File: src/rtl/ram_fifo_pkg.sv
// rtl/ram_fifo_pkg.sv - shared widths and types for the RAM-backed byte FIFO controller
package ram_fifo_pkg;

  localparam int DW    = 8;
  localparam int AW    = 6;
  localparam int DEPTH = 64;
  localparam int CW    = 7;

  typedef logic [DW-1:0] data_t;
  typedef logic [AW-1:0] ptr_t;
  typedef logic [CW-1:0] cnt_t;

endpackage

File: src/rtl/ram_fifo_ctrl_if.sv
// rtl/ram_fifo_ctrl_if.sv - push/pop stream and single-port RAM signals of the FIFO controller
interface ram_fifo_ctrl_if;
  import ram_fifo_pkg::*;

  logic  wr_valid;
  data_t wr_data;
  logic  wr_ready;
  logic  rd_valid;
  data_t rd_data;
  logic  rd_ready;
  cnt_t  count;
  data_t ram_data;
  ptr_t  ram_addr;
  logic  ram_we;
  data_t ram_q;

  // slave: the controller; master: producer/consumer plus the RAM beside it
  modport slave (
    input  wr_valid, wr_data, rd_ready, ram_q,
    output wr_ready, rd_valid, rd_data, count, ram_data, ram_addr, ram_we
  );

  modport master (
    output wr_valid, wr_data, rd_ready, ram_q,
    input  wr_ready, rd_valid, rd_data, count, ram_data, ram_addr, ram_we
  );

endinterface

File: src/rtl/ram_fifo_ctrl.sv
// rtl/ram_fifo_ctrl.sv - byte FIFO over an external 64x8 single-port RAM with a one-entry output register
// Optional synchronous flush input clr when RAM_FIFO_CTRL_CLR_EN is defined.
module ram_fifo_ctrl
  import ram_fifo_pkg::*;
(
  input  logic          clk,
  input  logic          rst,
  ram_fifo_ctrl_if.slave bus
`ifdef RAM_FIFO_CTRL_CLR_EN
  ,
  input  logic          clr
`endif
);

  ptr_t  wr_ptr_q, wr_ptr_d;
  ptr_t  rd_ptr_q, rd_ptr_d;
  cnt_t  mem_cnt_q, mem_cnt_d;
  logic  rd_pend_q, rd_pend_d;
  logic  rd_valid_q, rd_valid_d;
  data_t rd_data_q, rd_data_d;

  logic rd_issue;
  logic wr_ready;
  logic push;
  logic pop;

  // The RAM port is shared: a prefetch read takes the cycle and the push waits.
  assign rd_issue = (mem_cnt_q != '0) && !rd_pend_q && (!rd_valid_q || bus.rd_ready);
  assign wr_ready = (mem_cnt_q < cnt_t'(DEPTH)) && !rd_issue;
  assign push     = bus.wr_valid && wr_ready;
  assign pop      = rd_valid_q && bus.rd_ready;

  assign bus.wr_ready = wr_ready;
  assign bus.ram_addr = rd_issue ? rd_ptr_q : wr_ptr_q;
  assign bus.ram_we   = push;
  assign bus.ram_data = bus.wr_data;
  assign bus.rd_valid = rd_valid_q;
  assign bus.rd_data  = rd_data_q;
  assign bus.count    = mem_cnt_q + cnt_t'(rd_pend_q) + cnt_t'(rd_valid_q);

  always_comb begin
    wr_ptr_d   = wr_ptr_q;
    rd_ptr_d   = rd_ptr_q;
    mem_cnt_d  = mem_cnt_q + cnt_t'(push) - cnt_t'(rd_issue);
    rd_pend_d  = rd_issue;
    rd_valid_d = rd_valid_q;
    rd_data_d  = rd_data_q;

    if (push) begin
      wr_ptr_d = wr_ptr_q + ptr_t'(1);
    end
    if (rd_issue) begin
      rd_ptr_d = rd_ptr_q + ptr_t'(1);
    end

    // A read never issues while one is pending, so capture and pop cannot collide.
    if (rd_pend_q) begin
      rd_valid_d = 1'b1;
      rd_data_d  = bus.ram_q;
    end else if (pop) begin
      rd_valid_d = 1'b0;
    end

`ifdef RAM_FIFO_CTRL_CLR_EN
    if (clr) begin
      wr_ptr_d   = '0;
      rd_ptr_d   = '0;
      mem_cnt_d  = '0;
      rd_pend_d  = 1'b0;
      rd_valid_d = 1'b0;
    end
`endif
  end

  always_ff @(posedge clk or posedge rst) begin
    if (rst) begin
      wr_ptr_q   <= '0;
      rd_ptr_q   <= '0;
      mem_cnt_q  <= '0;
      rd_pend_q  <= 1'b0;
      rd_valid_q <= 1'b0;
      rd_data_q  <= '0;
    end else begin
      wr_ptr_q   <= wr_ptr_d;
      rd_ptr_q   <= rd_ptr_d;
      mem_cnt_q  <= mem_cnt_d;
      rd_pend_q  <= rd_pend_d;
      rd_valid_q <= rd_valid_d;
      rd_data_q  <= rd_data_d;
    end
  end

endmodule
File: src/flat_wrapper.sv
// flat-port wrapper written by rule: the top's interface ports become plain ports
module ram_fifo_ctrl_flat import ram_fifo_pkg::*;
  (clk, rst, bus_wr_valid, bus_wr_data, bus_rd_ready, bus_ram_q, bus_wr_ready, bus_rd_valid, bus_rd_data, bus_count, bus_ram_data, bus_ram_addr, bus_ram_we);
  ram_fifo_ctrl_if bus_i ();
  input  logic clk;
  input  logic rst;
  input wire logic [$bits(bus_i.wr_valid)-1:0] bus_wr_valid;
  input wire logic [$bits(bus_i.wr_data)-1:0] bus_wr_data;
  input wire logic [$bits(bus_i.rd_ready)-1:0] bus_rd_ready;
  input wire logic [$bits(bus_i.ram_q)-1:0] bus_ram_q;
  output wire logic [$bits(bus_i.wr_ready)-1:0] bus_wr_ready;
  output wire logic [$bits(bus_i.rd_valid)-1:0] bus_rd_valid;
  output wire logic [$bits(bus_i.rd_data)-1:0] bus_rd_data;
  output wire logic [$bits(bus_i.count)-1:0] bus_count;
  output wire logic [$bits(bus_i.ram_data)-1:0] bus_ram_data;
  output wire logic [$bits(bus_i.ram_addr)-1:0] bus_ram_addr;
  output wire logic [$bits(bus_i.ram_we)-1:0] bus_ram_we;
  assign bus_i.wr_valid = bus_wr_valid;
  assign bus_i.wr_data = bus_wr_data;
  assign bus_i.rd_ready = bus_rd_ready;
  assign bus_i.ram_q = bus_ram_q;
  assign bus_wr_ready = bus_i.wr_ready;
  assign bus_rd_valid = bus_i.rd_valid;
  assign bus_rd_data = bus_i.rd_data;
  assign bus_count = bus_i.count;
  assign bus_ram_data = bus_i.ram_data;
  assign bus_ram_addr = bus_i.ram_addr;
  assign bus_ram_we = bus_i.ram_we;
  ram_fifo_ctrl u_core (.clk(clk), .rst(rst), .bus(bus_i));
endmodule
File: config.mk
export PLATFORM = sky130hd
export DESIGN_NAME = ram_fifo_ctrl_flat
export DESIGN_NICKNAME = d
export VERILOG_FILES = /design/src/rtl/ram_fifo_pkg.sv /design/src/rtl/ram_fifo_ctrl_if.sv /design/src/rtl/ram_fifo_ctrl.sv /design/src/flat_wrapper.sv
export SDC_FILE = /design/constraint.sdc
export NUM_CORES = 1
export LEC_CHECK = 0
export ABC_AREA = 1
export ABC_CLOCK_PERIOD_IN_PS = 2630
export CAP_MARGIN = 40
export CORE_AREA = 2 2 67 69
export DETAILED_ROUTE_END_ITERATION = 10
export DIE_AREA = 0 0 69 71
export GPL_TIMING_DRIVEN = 0
export HOLD_SLACK_MARGIN = 0.06
export PLACE_DENSITY = 0.75
export SLEW_MARGIN = 5
export SYNTH_ARGS = -nofsm -noshare
export SYNTH_HDL_FRONTEND = slang
export SYNTH_SLANG_ARGS = --single-unit
File: constraint.sdc
create_clock -name clk -period 2.63 [get_ports clk]
set_input_delay 0.526 -clock clk [delete_from_list [all_inputs] [get_ports clk]]
set_output_delay 0.526 -clock clk [all_outputs]
set_load 0.03 [all_outputs]
==> results.yml, run 1 <==
run_status:
  status: "finished clean"
final_layout:
  layout_commonest_cell: "nand2_1"
  multiInputGateArea_um2: 975
  drive_above_1_share_pct: 20.5
  syn_to_final_growth_pct: 35.2
  n_antenna_cell: 0
  layout_common_cells: "nand2_1 (77), inv_1 (36), dfrtp_1 (29)"
  stdcell_area_um2: 2640
  fill_cells: 387
  seq_area_um2: 726
  nets: 335
job:
  maxCapViolations: 0
power_and_ir_drop:
  finalPower_w: 0.00384
  p_sw_w: 0.00193
  p_seq_share_pct: 22.0
  p_int_w: 0.00191
  power_density_nw_per_um2: 1460
  switching_share_pct: 50.3
  pwr-share-clk_pct: 10.8
  power_frac_comb_pct: 67.2
  peakVddDrop_mv: 0.998
  p_leak_nw: 1.41
clock_network:
  path_clk_slew_ns: 0.07
  numCtsBuffers: 5
  clockBufferDepth: 2
  clock-root-buffer: "clkbuf_8"
  h-tree-depth: 2
  clock-sinks: 29
  clk_latency_ns: 0.28
  cts_tree: "yes"
worst_setup_path:
  ff2ff_path_depth: 16
  endpoint_kind: "primary output"
  critPathArrivalTime_ns: 2.07
  path_class: "in2out"
  crit_start: "bus_rd_ready"
  r2r-start: "u_core.mem_cnt_q[3]$_DFF_PP0_"
  path_max_fanout: 10
  cp_data_required_time_ns: 2.10
  r2r-end: "u_core.mem_cnt_q[6]$_DFF_PP0_"
  rrSetupSlack_ns: 0.15
  worstSetupStartpointType: "input pin"
  worstSetupEndpoint: "bus_ram_addr[0]"
timing:
  finClkSkew_ns: 0.00546
  min_period_ns: 2.59
  hold_violations: 0
  worstMarginPinSlew_ns: 0.666
  slew_violations: 0
  final.period_utilization_pct: 98.6
  slew_headroom_pct: 55.5
  setup_violations: 0
  max_freq_ghz: 0.386
  final.setup.tns_ns: 0
synth:
  ys_seq_area_share_pct: 37.2
  synthDistinctLibCells: 26
  netlist_instances: 238
  ys_seq_elements: 29
  avgSynthCellArea_um2: 8.21
  syn_nets: 276
  synth_area_um2: 1950
  ys_warn_count: 0
detailed_routing:
  viasPerCell: 4.77
  wirelength_mm: 4.16
  drtIter0Drc: 123
  num_vias: 1671
  drtAntennaViolNets: 0
  wl_per_cell_um: 11.9
  drtPass1Iterations: 4
  drc_errors: 0
worst_hold_path:
  hold_class: "reg2reg"
placed_design:
  place_congestion: 0.856
  io_buffers: 43
  dpl.hpwl_mm: 3.04
  place_area_um2: 2480
floorplan:
  num_io_pins: 52
  core.rowCount: 24
  die_y_um: 71
  dieArea_um2: 4900
  die_w_um: 69
  start_util_pct: 46.5
  core_um2: 4200
grt:
  grt_pass1_vias: 1625
  grt_max_degree: 16
  antenna_found_initial: 0
  grt_usage_pct: 17.8
  grt_overflow: 0
  grt_pass1_wl_mm: 7.07
[timing repair]
| item | in CTS | in global routing |
|---|---|---|
| pin swaps | 1 | 2 |
| buffers inserted | 5 | 3 |
| setup endpoints to repair | 17 | 14 |
| cloned | 0 | 0 |
| hold buffers | 0 | 0 |
| gates resized for setup | 34 | 17 |
[metal layers]
layer	GRT usage, %	share of wire [%]	up-vias
li1	-	-	843
met4	6.54	1.3	0
met1	21.2	44	774
met5	0	0	-
met2	30.7	50	48
met3	5.13	5.0	6
[cell usage after synthesis (all sizes together)]
cell / count / share of area (%)
nand2: 78 / 15
fa: 2 / 2.1
nor2: 7 / 2.2
nand4: 11 / 4.8
xor2: 10 / 4.5
dfrtp: 29 / 37
nor3: 1 / 0.26
inv: 43 / 8.4
o21bai: 1 / 0.38
a21oi: 2 / 0.51
xnor2: 2 / 0.90
buf: 12 / 5.6
clkinv: 1 / 0.19
ha: 16 / 10
o21ai: 7 / 2.8
nand3: 16 / 4.6
[flip-flops by register name, summed over array words and instances, names as in the netlist]
| register | cells |
|---|---|
| u_core.bus.rd_data | 8 |
| u_core.mem_cnt_q | 7 |
| u_core.rd_ptr_q | 6 |
| u_core.wr_ptr_q | 6 |
| u_core.bus.rd_valid | 1 |
| u_core.rd_pend_q | 1 |
[critical path, cell delays in order]
cell             delay, ns
clkdlybuf4s50_1       0.50
nor2_4                0.05
nor2_4                0.11
nand2_4               0.10
buf_4                 0.15
buf_6                 0.13
o21ai_2               0.12
clkdlybuf4s15_1       0.37
[stage by stage]
stage	instances	worst slack, ns	hold WS [ns]	util, %
CTS	347	0.00922	0.475	61.8
floorplan	238	0.186	0.463	-
detailed placement	334	-0.405	0.458	58.9
global placement	333	-0.388	0.453	58.2
finish	350	0.0363	0.469	62.8
global route	350	-0.0232	0.501	62.8
[layout make-up]
type | count | area share, %
multi-input combinational | 153 | 36.9
sequential | 29 | 27.5
timing repair buffer | 52 | 18.6
inverter | 44 | 6.54
buffer | 12 | 4.17
clock buffer | 7 | 3.65
tap | 52 | 2.46
clock inverter | 1 | 0.189
[cells by family after synthesis]
family | after synthesis | share of synthesized area (%)
and+or+nand+nor | 113 | 27.3
DFF | 29 | 37.2
AOI/OAI and AO/OA | 10 | 3.65
adders and majority gates | 18 | 12.3
xor gates and xnor gates | 12 | 5.38
buffers and inverters | 56 | 14.2
[worst min path at each step]
stage                                      startpoint                                end  slack [ns]  cells after the start
floorplan              u_core.wr_ptr_q[5]$_DFFE_PP0P_     u_core.wr_ptr_q[5]$_DFFE_PP0P_        0.46                      2
global placement    u_core.bus.rd_data[6]$_DFFE_PP0P_  u_core.bus.rd_data[6]$_DFFE_PP0P_        0.45                      2
detailed placement  u_core.bus.rd_data[5]$_DFFE_PP0P_  u_core.bus.rd_data[5]$_DFFE_PP0P_        0.46                      2
CTS                 u_core.bus.rd_data[5]$_DFFE_PP0P_  u_core.bus.rd_data[5]$_DFFE_PP0P_        0.47                      2
global route        u_core.bus.rd_data[4]$_DFFE_PP0P_  u_core.bus.rd_data[4]$_DFFE_PP0P_        0.50                      2
finish              u_core.bus.rd_data[4]$_DFFE_PP0P_  u_core.bus.rd_data[4]$_DFFE_PP0P_        0.47                      2
[power groups by stage]
stage / Clock [W] / Combinational [W] / Sequential, W
floorplan: 0 / 0.00164 / 0.000960
global placement: 0 / 0.00247 / 0.000860
detailed placement: 0 / 0.00252 / 0.000868
CTS: 0.000428 / 0.00253 / 0.000850
global route: 0.000446 / 0.00286 / 0.000873
finish: 0.000415 / 0.00258 / 0.000847
No activity file was read; power rests on OpenSTA's default activity.
==> run 2, diff against run 1 <==
--- a/config.mk
+++ b/config.mk
@@ -8,12 +8,12 @@
 export ABC_AREA = 1
 export ABC_CLOCK_PERIOD_IN_PS = 2630
 export CAP_MARGIN = 40
-export CORE_AREA = 2 2 67 69
+export CORE_AREA = 4 4 81 60
 export DETAILED_ROUTE_END_ITERATION = 10
-export DIE_AREA = 0 0 69 71
+export DIE_AREA = 0 0 85 64
 export GPL_TIMING_DRIVEN = 0
 export HOLD_SLACK_MARGIN = 0.06
-export PLACE_DENSITY = 0.75
+export PLACE_DENSITY = 0.76
 export SLEW_MARGIN = 5
 export SYNTH_ARGS = -nofsm -noshare
 export SYNTH_HDL_FRONTEND = slang
==> results.yml, run 2 (synthesis gave the netlist of run 1 again) <==
floorplan:
  start_util_pct: 46.7
  num_io_pins: 52
  die_y_um: 64
  die_w_um: 85
  core.rowCount: 20
  core_um2: 4180
  dieArea_um2: 5440
power_and_ir_drop:
  p_int_w: 0.00196
  p_sw_w: 0.00199
  power_density_nw_per_um2: 1500
  switching_share_pct: 50.4
  p_seq_share_pct: 21.3
  peakVddDrop_mv: 0.819
  power_frac_comb_pct: 66.4
  p_leak_nw: 1.39
  pwr-share-clk_pct: 12.3
clock_network:
  clk_latency_ns: 0.29
  h-tree-depth: 2
  path_clk_slew_ns: 0.06
  clock-sinks: 29
  numCtsBuffers: 5
  clockBufferDepth: 2
  clock-root-buffer: "clkbuf_8"
  cts_tree: "yes"
run_status:
  status: "finished clean"
placed_design:
  place_congestion: 0.784
  placed_cells: 337
  io_buffers: 43
  dpl.hpwl_mm: 3.19
final_layout:
  layout_common_cells: "nand2_1 (76), inv_1 (35), clkdlybuf4s50_1 (28), dfrtp_1 (28), buf_4 (16)"
  layout_commonest_cell: "nand2_1"
  drive_above_1_share_pct: 22.6
  multiInputGateArea_um2: 987
  seq_area_um2: 727
  n_antenna_cell: 0
  syn_to_final_growth_pct: 35.1
  final_util_pct: 63.1
  finalNonFillerCells: 351
  largest_register_ffs: 8
  nets: 333
  fill_cells: 356
grt:
  grt_overflow: 0
  antenna_found_initial: 0
  grt_max_degree: 17
  grt_pass1_vias: 1634
  grt_usage_pct: 17.2
  grt_pass1_wl_mm: 7.33
detailed_routing:
  drtPass1Iterations: 4
  wirelength_mm: 4.37
  drtAntennaViolNets: 0
  drc_errors: 0
  drtIter0Drc: 61
  wl_per_cell_um: 12.5
  viasPerCell: 4.76
  num_vias: 1672
worst_hold_path:
  hold_path_end: "u_core.bus.rd_data[3]$_DFFE_PP0P_"
  min_from: "u_core.bus.rd_data[3]$_DFFE_PP0P_"
  whs_path_depth: 2
  hold_class: "reg2reg"
timing:
  grt_setup_unrepaired: "yes"
  slew_violations: 0
  final.period_utilization_pct: 98.0
  setup_violations: 0
  slew_headroom_pct: 55.4
  hold_ws_ns: 0.472
  finClkSkew_ns: 0.00497
  worstMarginPinSlew_ns: 0.668
  min_period_ns: 2.58
  hold_violations: 0
  max_freq_ghz: 0.388
  final.setup.tns_ns: 0
worst_setup_path:
  cp_slowest_cell: "clkdlybuf4s50_1"
  r2r-end: "u_core.mem_cnt_q[4]$_DFF_PP0_"
  r2r-start: "u_core.mem_cnt_q[4]$_DFF_PP0_"
  ff2ff_path_depth: 16
  path_max_fanout: 4
  slowest_delay_ns: 0.45
  critPathArrivalTime_ns: 2.77
  endpoint_kind: "flip-flop"
  path_cells: "clkdlybuf4s50_1, nor2_4, nor2_4, nand2_4, nand3_4, ha_1, inv_1, ha_2, inv_1, fa_2, inv_2, nand3_1, nand2_2, xor2_2"
  cp_data_required_time_ns: 2.83
  worstSetupStartpointType: "input pin"
  rrSetupSlack_ns: 0.12
  path_class: "in2reg"
job:
  maxCapViolations: 0
## run 2: worst max path at each step
| stage | startpoint | endpoint | cells after the start |
|---|---|---|---|
| 6_report | bus_rd_ready | u_core.mem_cnt_q[4]$_DFF_PP0_ | 14 |
| 3_5_place_dp | u_core.rd_pend_q$_DFF_PP0_ | bus_count[6] | 8 |
| 2_1_floorplan | u_core.rd_pend_q$_DFF_PP0_ | bus_count[6] | 7 |
| 5_1_grt | bus_rd_ready | u_core.mem_cnt_q[4]$_DFF_PP0_ | 14 |
| 4_1_cts | bus_rd_ready | u_core.mem_cnt_q[4]$_DFF_PP0_ | 14 |
| 3_3_place_gp | u_core.rd_pend_q$_DFF_PP0_ | bus_count[6] | 8 |
## run 2: repair_timing
| item | CTS | global route |
|---|---|---|
| setup endpoints to repair | 17 | 15 |
| pin swaps | 1 | 1 |
| gates resized for setup | 46 | 15 |
| hold buffers | 0 | 0 |
| buffers inserted | 5 | 1 |
## run 2: power groups by stage
stage | logic (W) | clock network (W) | registers [W]
floorplan | 0.00164 | 0 | 0.000960
global placement | 0.00247 | 0 | 0.000857
detailed placement | 0.00254 | 0 | 0.000864
CTS | 0.00257 | 0.000495 | 0.000846
global route | 0.00289 | 0.000518 | 0.000870
finish | 0.00263 | 0.000487 | 0.000842
## run 2: layout make-up
type	instances	area share, %
plain buffers	12	4.17
clock buffers	7	3.27
clock inverters	1	1.14
inverters	44	6.54
multi-input cells	153	37.4
flip-flops and latches	29	27.5
well taps	55	2.61
repair buffers	50	17.3
## run 2: metrics by stage
stage / worst slack [ns] / power [W] / area [um2]
detailed placement: -0.438 / 0.00340 / 2480
global placement: -0.428 / 0.00333 / 2450
CTS: -0.00128 / 0.00391 / 2640
floorplan: 0.186 / 0.00260 / 1950
finish: 0.0536 / 0.00396 / 2640
global route: -0.0373 / 0.00428 / 2640
## run 2: per-layer routing
metal	wire, um	part of all wire, %	track usage, %	vias to the layer above
li1	-	-	-	840
met2	1970	45	27.7	49
met3	318	7.3	6.19	6
met4	44	1.0	5.14	0
met5	0	0	0	-
met1	2030	47	21.6	777
## run 2: worst max-delay path: cells and delay by family
| kind | cells | cell delay (ns) |
|---|---|---|
| xor gates and xnor gates | 1 | 0.19 |
| and+or+nand+nor | 6 | 0.58 |
| buffers and inverters | 4 | 0.65 |
| adders and majority gates | 3 | 0.83 |
==> run 3, diff against run 2 <==
--- a/config.mk
+++ b/config.mk
@@ -8,12 +8,12 @@
 export ABC_AREA = 1
 export ABC_CLOCK_PERIOD_IN_PS = 2630
 export CAP_MARGIN = 40
-export CORE_AREA = 4 4 81 60
+export CORE_AREA = 5 5 82 61
 export DETAILED_ROUTE_END_ITERATION = 10
-export DIE_AREA = 0 0 85 64
+export DIE_AREA = 0 0 87 66
 export GPL_TIMING_DRIVEN = 0
 export HOLD_SLACK_MARGIN = 0.06
-export PLACE_DENSITY = 0.76
+export PLACE_DENSITY = 0.83
 export SLEW_MARGIN = 5
 export SYNTH_ARGS = -nofsm -noshare
 export SYNTH_HDL_FRONTEND = slang
==> results.yml, run 3 (synthesis gave the netlist of run 1 again) <==
power_and_ir_drop:
  p_int_w: 0.00192
  p_seq_share_pct: 22.0
  pwr-share-clk_pct: 9.0
  power_frac_comb_pct: 69.0
  peakVddDrop_mv: 0.753
  p_leak_nw: 1.42
  switching_share_pct: 50.6
  finalPower_w: 0.00388
  p_sw_w: 0.00197
  power_density_nw_per_um2: 1450
worst_hold_path:
  hold_class: "reg2reg"
grt:
  grt_pass1_vias: 1599
  grt_max_degree: 20
  antenna_found_initial: 0
  grt_pass1_wl_mm: 7.37
  grt_overflow: 0
  grt_usage_pct: 16.6
timing:
  final.setup.tns_ns: 0
  worstMarginPinSlew_ns: 0.494
  slew_headroom_pct: 67.0
  max_freq_ghz: 0.395
  finClkSkew_ns: 0.00395
  min_period_ns: 2.53
  slew_violations: 0
  final.period_utilization_pct: 96.3
  hold_violations: 0
  worst_slack_ns: 0.0964
  setup_violations: 0
placed_design:
  place_congestion: 0.899
  place_area_um2: 2480
  dpl.hpwl_mm: 3.27
  placed_cells: 337
  io_buffers: 43
  dpl_worst_slack_ns: -0.327
job:
  maxCapViolations: 0
floorplan:
  die_w_um: 87
  start_util_pct: 46.7
  dieArea_um2: 5740
  core.rowCount: 20
  die_y_um: 66
  core_um2: 4180
  num_io_pins: 52
detailed_routing:
  wirelength_mm: 4.42
  drc_errors: 0
  drtIter0Drc: 94
  drtPass1Iterations: 4
  viasPerCell: 4.81
  wl_per_cell_um: 12.4
  num_vias: 1717
  drtAntennaViolNets: 0
clock_network:
  clk_latency_ns: 0.28
  cts_tree: "yes"
  postCtsHoldBufs: 0
  clock-sinks: 29
  numCtsBuffers: 5
  path_clk_slew_ns: 0.06
  clockBufferDepth: 2
  h-tree-depth: 2
  clock-root-buffer: "clkbuf_8"
run_status:
  status: "finished clean"
final_layout:
  largest_register_ffs: 8
  nets: 339
  syn_to_final_growth_pct: 37.0
  n_antenna_cell: 0
  stdcell_area_um2: 2680
  fill_cells: 335
  layout_common_cells: "nand2_1 (77), inv_1 (36), clkdlybuf4s50_1 (28), dfrtp_1 (28), buf_4 (22)"
  layout_commonest_cell: "nand2_1"
  drive_above_1_share_pct: 21.2
  finalNonFillerCells: 357
worst_setup_path:
  path_class: "in2out"
  critPathArrivalTime_ns: 2.01
  endpoint_kind: "primary output"
  cp_data_required_time_ns: 2.10
  worstSetupStartpointType: "input pin"
  path_max_fanout: 10
-- run 3: layer usage --
layer | vias up | GRT usage (%) | wire, um
met5 | - | 0 | 0
met4 | 0 | 7.59 | 85
met3 | 8 | 4.86 | 366
met2 | 65 | 24.1 | 1960
met1 | 789 | 22.8 | 2020
li1 | 855 | - | -
-- run 3: power groups by stage --
stage | clock (W) | sequential (W) | combinational (W)
after global routing | 0.000388 | 0.000885 | 0.00298
after global placement | 0 | 0.000850 | 0.00247
final | 0.000350 | 0.000855 | 0.00268
after CTS | 0.000363 | 0.000865 | 0.00249
after floorplan | 0 | 0.000960 | 0.00164
after detailed placement | 0 | 0.000866 | 0.00254
-- run 3: cell type report --
cell class	instances	area [um2]	area share, %
clock inverters	2	10.0	0.374
flip-flops and latches	29	727	27.2
clock buffers	6	72.6	2.71
plain buffers	12	110	4.12
multi-input cells	153	977	36.5
inverters	44	173	6.45
repair buffers	56	537	20.1
well taps	55	68.8	2.57
-- run 3: worst max-delay path, cell delays in order --
cell and delay (ns):
clkdlybuf4s50_1 0.50, nor2_4 0.04, nor2_4 0.11, nand2_4 0.12, buf_12 0.15, buf_12 0.13
nand2_1 0.06, inv_1 0.04, clkdlybuf4s15_1 0.33
-- run 3: path summary, 6_finish.rpt --
check / startpoint / depth (start not counted) / slack, ns / endpoint
min reg2reg: u_core.bus.rd_data[0]$_DFFE_PP0P_ / 2 / 0.47 / u_core.bus.rd_data[0]$_DFFE_PP0P_
max: bus_rd_ready / 9 / 0.1 / bus_wr_ready
max reg2reg: u_core.mem_cnt_q[4]$_DFF_PP0_ / 16 / 0.15 / u_core.mem_cnt_q[6]$_DFF_PP0_
min in group asynchronous: rst / 2 / 0.59 / u_core.rd_ptr_q[4]$_DFFE_PP0P_
min: u_core.bus.rd_data[0]$_DFFE_PP0P_ / 2 / 0.47 / u_core.bus.rd_data[0]$_DFFE_PP0P_
max in group asynchronous: rst / 3 / 1.56 / u_core.mem_cnt_q[2]$_DFF_PP0_
-- run 3: timing repair --
item | 4_1_cts | 5_1_grt
endpoints found under the setup margin | 17 | 15
pin swaps | 1 | 5
resized for setup | 29 | 21
setup buffers | 3 | 9
-- run 3: metrics by stage --
step,utilization (%),hold slack [ns]
finish,64.0,0.474
global route,64.0,0.510
CTS,61.7,0.477
detailed placement,59.3,0.462
global placement,58.7,0.453
floorplan,-,0.463
